--- src/rtl/mult_pkg.sv ---
`default_nettype none
// ============================================================================
// Module   : mult_pkg
// Brief    : Shared constants and FSM state encoding for the serial
//            shift-add multiplier and its neighbouring shift stages.
// Revision : 1.0  initial release
// ============================================================================
package mult_pkg;

  // Operand width shared by the serial-to-parallel stages, the multiplier
  // and the downstream serializer.
  localparam int WIDTH_DEFAULT = 12;

  // Multiplier control states, binary encoded in two bits.
  typedef enum logic [1:0] {
    ST_IDLE = 2'b00,
    ST_RUN  = 2'b01,
    ST_DONE = 2'b10
  } state_t;

endpackage : mult_pkg
`default_nettype wire

--- src/rtl/start_detect.sv ---
`default_nettype none
// ============================================================================
// Module   : start_detect
// Brief    : Qualifies a multiplication start on the rising coincidence of
//            both operand-full flags while the multiplier is idle.
// Revision : 1.0  initial release
// ============================================================================
module start_detect
  import mult_pkg::*;
(
  input  logic   clk,
  input  logic   reset,
  input  logic   fx,
  input  logic   fy,
  input  state_t state,
  output logic   start
);

  // arm is high only if the flags were not both set on the previous edge,
  // so flags held high (through a run, or across reset) cannot restart.
  logic arm;

  // Arm register: remembers whether the flag pair was broken last cycle.
  always_ff @(posedge clk or posedge reset) begin
    if (reset) begin
      arm <= 1'b0;
    end else begin
      arm <= ~(fx & fy);
    end
  end

  assign start = (state == ST_IDLE) & fx & fy & arm;

endmodule : start_detect
`default_nettype wire

--- src/rtl/shift_add_mult.sv ---
`default_nettype none
// ============================================================================
// Module   : shift_add_mult
// Brief    : Unsigned sequential shift-and-add multiplier. Captures both
//            operands on a start edge, iterates WIDTH add/shift steps and
//            registers the 2*WIDTH-bit product with a one-cycle done pulse.
// Revision : 1.0  initial release
// ============================================================================
module shift_add_mult
  import mult_pkg::*;
#(
  parameter int WIDTH = WIDTH_DEFAULT
)
(
  input  logic               clk,
  input  logic               reset,
  input  logic [WIDTH-1:0]   x_parallel,
  input  logic               fx,
  input  logic [WIDTH-1:0]   y_parallel,
  input  logic               fy,
  output logic [2*WIDTH-1:0] product,
  output logic               busy,
  output logic               done
);

  localparam int            CW         = $clog2(WIDTH + 1);
  localparam logic [CW-1:0] LAST_COUNT = CW'(WIDTH - 1);

  state_t           state;
  state_t           state_next;
  logic             start;
  logic [WIDTH-1:0] multiplicand;
  logic [WIDTH-1:0] multiplier;
  logic [WIDTH-1:0] accumulator;
  logic [CW-1:0]    count;
  logic [WIDTH:0]   partial_sum;
  logic             last_step;

  start_detect u_start_detect (
    .clk   (clk),
    .reset (reset),
    .fx    (fx),
    .fy    (fy),
    .state (state),
    .start (start)
  );

  // Upper half plus (optionally) the multiplicand, carry kept in bit WIDTH.
  assign partial_sum = {1'b0, accumulator}
                     + (multiplier[0] ? {1'b0, multiplicand} : '0);
  assign last_step   = (count == LAST_COUNT);

  // State register.
  always_ff @(posedge clk or posedge reset) begin
    if (reset) begin
      state <= ST_IDLE;
    end else begin
      state <= state_next;
    end
  end

  // Next-state and status outputs; DONE always falls back to IDLE.
  always_comb begin
    state_next = state;
    busy       = 1'b0;
    done       = 1'b0;
    case (state)
      ST_IDLE: begin
        if (start) state_next = ST_RUN;
      end
      ST_RUN: begin
        busy = 1'b1;
        if (last_step) state_next = ST_DONE;
      end
      ST_DONE: begin
        done       = 1'b1;
        state_next = ST_IDLE;
      end
      default: state_next = ST_IDLE;
    endcase
  end

  // Datapath: operand capture on start, one add/shift step per RUN edge,
  // product registered on the final step and held otherwise.
  always_ff @(posedge clk or posedge reset) begin
    if (reset) begin
      multiplicand <= '0;
      multiplier   <= '0;
      accumulator  <= '0;
      count        <= '0;
      product      <= '0;
    end else if (start) begin
      multiplicand <= x_parallel;
      multiplier   <= y_parallel;
      accumulator  <= '0;
      count        <= '0;
    end else if (state == ST_RUN) begin
      // {carry, accumulator, multiplier} shifted right by one.
      accumulator <= partial_sum[WIDTH:1];
      multiplier  <= {partial_sum[0], multiplier[WIDTH-1:1]};
      count       <= count + CW'(1);
      if (last_step) begin
        product <= {partial_sum, multiplier[WIDTH-1:1]};
      end
    end
  end

endmodule : shift_add_mult
`default_nettype wire

--- config.mk ---
export PLATFORM = sky130hd
export DESIGN_NAME = shift_add_mult
export DESIGN_NICKNAME = d
export VERILOG_FILES = /design/src/rtl/mult_pkg.sv /design/src/rtl/start_detect.sv /design/src/rtl/shift_add_mult.sv
export SDC_FILE = /design/constraint.sdc
export NUM_CORES = 1
export LEC_CHECK = 0
export BUFFER_PORTS_ARGS = -buffer_cell sky130_fd_sc_hd__buf_2
export CORE_ASPECT_RATIO = 0.9
export CORE_MARGIN = 2
export CORE_UTILIZATION = 25
export CTS_BUF_LIST = sky130_fd_sc_hd__clkbuf_4 sky130_fd_sc_hd__clkbuf_8 sky130_fd_sc_hd__clkbuf_16
export DETAILED_ROUTE_END_ITERATION = 12
export SLEW_MARGIN = 20
export SYNTH_ARGS = -nofsm -noshare
export SYNTH_HDL_FRONTEND = slang
export SYNTH_SLANG_ARGS = --single-unit
--- constraint.sdc ---
create_clock -name clk -period 2 [get_ports clk]
set_input_delay 0.1 -clock clk [delete_from_list [all_inputs] [get_ports clk]]
set_output_delay 0.1 -clock clk [all_outputs]
set_load 0.05 [all_outputs]
==> impl_metrics.toml <==
[run_status]
outcome = "finished with violations"
violations_in_the_final_reports = "setup timing"

[floorplanning]
die-height_um = 111.0
initial_utilization_pct = 25.37
boundaryPins = 54
die_width_um = 122.9
std_cell_rows = 39
core_area_um2 = 12540
dieArea_um2 = 13650

[job]
drv.max_cap_violation_count = 0

[worst_hold_path]
hold_path.startpoint = "y_parallel[4]"
timing.hold.worst_path_depth = 3
holdCritPathClass = "in2reg"
timing.hold.worst_endpoint = "multiplier[4]"

[synthesis]
post_synth.cell_area_avg_um2 = 10.17
post_synth_most_frequent_cells = "sky130_fd_sc_hd__nand2_1, sky130_fd_sc_hd__dfrtp_1, sky130_fd_sc_hd__and2_1, sky130_fd_sc_hd__o21ai_0"
synth_edf_count = 0
syn_nets = 355
ys_types = 44
cell_with_the_most_instances_after_synthesis = "sky130_fd_sc_hd__nand2_1"
yosys_warnings = 0
postSynthCellCount = 313
synth-main-ff-cell = "sky130_fd_sc_hd__dfrtp_1"
synthesis.area_um2 = 3182
synth_top_area_cell = "sky130_fd_sc_hd__dfrtp_1"
ys_async_sr_fraction_pct = 100.0
synth_seq_area_share_pct = 52.69
synth_top_area_share_pct = 52.69
ys_ff_latch = 67
synth.top_cells.by_area = "sky130_fd_sc_hd__dfrtp_1, sky130_fd_sc_hd__nand2_1, sky130_fd_sc_hd__ha_1, sky130_fd_sc_hd__mux2_2, sky130_fd_sc_hd__a22oi_1"

[clock_network]
cts_tree = "done"
cts_made_buffers = 9
clk_root_buffer_cell = "sky130_fd_sc_hd__clkbuf_16"
clk-insertion-delay-late_ns = 0.33
cts.path.max_buffers = 2
cts.sinks = 67
worst_setup_hold_path_clk_slew_ns = 0.06
cts.htree.levels = 3

[critical_path]
critical_path_cell_by_cell = "and2_4 > ha_4 > fa_2 > a211oi_2 > o21ai_2 > a31oi_1 > xnor2_1 > mux2_2"
cp_top_family = "compound AO/OA/AOI/OAI gates"
timing.critical_path.to_type = "flop"
critPathLaunchType = "flop"
slowest_stage = "sky130_fd_sc_hd__dfrtp_1"
crit_path_max_fanout = 4
worst_r2r_endpoint = "product[19]"
timing_worst_setup_path_type = "reg2reg"
rr_startpoint = "multiplicand[0]"
ff2ff_setup_slack_ns = -0.13
worstPathArrival_ns = 2.34
max_stage_delay_ns = 0.38
worstPathBufferInverterCount = 0
cp.required_ns = 2.21
ff2ff_path_depth = 8

[timing]
hold_violation_count_in_the_final_report = 0
timing.clock.skew_ns = 0.006856
fin_ws_ns = -0.1283
setup_viol = 9
report.final.slew_viol_count = 0
rsz_0062_raised_after_global_routing = "yes"
max_clock_freq_ghz = 0.4699
setup_total_negative_slack_ns = -0.3828
hold_ws_ns = 0.008110
finalCriticalPeriod_ns = 2.128
max_slew_headroom_at_the_worst_pin_pct = 46.30
layout_worst_path_cycle_share_pct = 106.4
worst_slew_pin_slew_ns = 0.8047

[drt]
dr_total_vias = 2567
drt.antenna.violating_nets = 0
routed_wl_um = 8169
detailed_route_wire_length_per_cell_um = 14.28
first_pass_iters = 4
viasPerCell = 4.488
drc = 0
drt_iter0_markers = 142

[global_route]
grt_overflow_total = 0
track_usage_pct = 12.67
grt_start_max_net_pins = 68
first_global_vias = 2727
grt_pass1_wl_um = 13500
initial_antenna_violation_count = 1

[finish]
final-instance-count-excl-fill = 572
post_route_cells_drive_above_1_share_pct = 34.15
areaGrowthSynthToFinish_pct = 38.77
multi_input_gate_area_um2 = 1603
nets = 444
nFillCells = 1231
final-seq-area_um2 = 1677

[power]
peakVddDrop_v = 0.0004807
total_power_uw = 7458
power_per_cell_area_nw_per_um2 = 1689
power_leakage_uw = 0.002108

[placement]
place.gp.congestion = 0.8719
place_worst_setup_slack_ns = -0.1812
post_place_cells = 540
port_buffer_count = 53
dp.final_hpwl_um = 5439
tightest hold or removal path, stage by stage:
cell                      delay [ns]
sky130_fd_sc_hd__buf_2          0.09
sky130_fd_sc_hd__a22oi_1        0.06
sky130_fd_sc_hd__nand2_1        0.06
kinds of logic after synthesis:
kind of cell	synth area share [%]
fa+ha+maj	5.741
xor+xnor	2.478
compound gates	14.12
buf+inv	2.595
simple gates	17.30
mux	5.073
flops	52.69
worst max path at each step:
| stage | startpoint | endpoint | slack [ns] | depth (start not counted) |
|---|---|---|---|---|
| 2_1_floorplan | multiplier[0] | product[19] | -0.06 | 8 |
| 3_3_place_gp | multiplicand[0] | product[19] | -0.16 | 8 |
| 3_5_place_dp | multiplicand[0] | product[19] | -0.18 | 8 |
| 4_1_cts | multiplicand[0] | product[19] | -0.12 | 8 |
| 5_1_grt | multiplier[0] | product[19] | -0.20 | 8 |
| 6_report | multiplicand[0] | product[19] | -0.13 | 8 |
sequential cells by signal, summed over array words and instances, names as in the netlist:
register,count
count,4
multiplier,12
product,24
accumulator,12
multiplicand,12
state,2
u_start_detect.arm,1
layout by cell type, fill, tap and decap left out, types with 4 or more instances in the layout:
| cell type | netlist | final |
|---|---|---|
| sky130_fd_sc_hd__buf_4 | 1 | 21 |
| sky130_fd_sc_hd__nand2_1 | 91 | 91 |
| sky130_fd_sc_hd__buf_2 | 6 | 53 |
| sky130_fd_sc_hd__xor2_1 | 6 | 6 |
| sky130_fd_sc_hd__a21o_1 | 4 | 4 |
| sky130_fd_sc_hd__dlygate4sd3_1 | 0 | 14 |
| sky130_fd_sc_hd__nor2_1 | 9 | 9 |
| sky130_fd_sc_hd__a22oi_1 | 12 | 12 |
| sky130_fd_sc_hd__ha_1 | 13 | 4 |
| sky130_fd_sc_hd__and2_4 | 0 | 4 |
| sky130_fd_sc_hd__ha_4 | 0 | 9 |
| sky130_fd_sc_hd__dfrtp_1 | 67 | 67 |
| sky130_fd_sc_hd__o22ai_1 | 5 | 5 |
| sky130_fd_sc_hd__o21ai_1 | 1 | 6 |
| sky130_fd_sc_hd__and2_1 | 14 | 10 |
| sky130_fd_sc_hd__o21ai_0 | 14 | 8 |
| sky130_fd_sc_hd__clkbuf_16 | 0 | 9 |
| sky130_fd_sc_hd__o31ai_1 | 5 | 4 |
| sky130_fd_sc_hd__mux2_2 | 13 | 13 |
routing by layer:
layer / share of wire [%] / GRT usage [%] / routed length, um
met4: 2.0 / 5.900 / 164
met5: 0 / 0 / 0
met3: 3.7 / 3.035 / 303
met1: 46 / 16.29 / 3781
met2: 48 / 19.93 / 3919
per-stage QoR:
| stage | instance area (um2) | utilization, % |
|---|---|---|
| 2_1_floorplan | 3187 | - |
| 3_3_place_gp | 3817 | 30.44 |
| 3_5_place_dp | 3817 | 30.44 |
| 4_1_cts | 4285 | 34.17 |
| 5_1_grt | 4415 | 35.21 |
| 6_report | 4415 | 35.21 |
final cells by class:
type                       count  area share, %
antenna                        1        0.05667
clock buffer                   9          5.101
clock inverter                 7          1.133
inverter                       5         0.4251
multi-input combinational    227          36.30
sequential                    67          37.97
tap                          164          4.647
timing repair buffer          92          14.37
what timing repair did:
action,in CTS,in global routing
setup endpoints to repair,14,18
buffers inserted,0,1
resized for setup,10,18
cloned,0,0
pin swaps,10,7
hold buffers,14,0
hold endpoints to repair,79,0
power by group:
part,leakage [uW],total [uW],internal [uW],switching [uW]
sequential,0.000838,2340,1930,409
clock,0.000140,1450,844,607
combinational,0.00113,3660,1510,2150
Power figures use the tool's default switching activity.
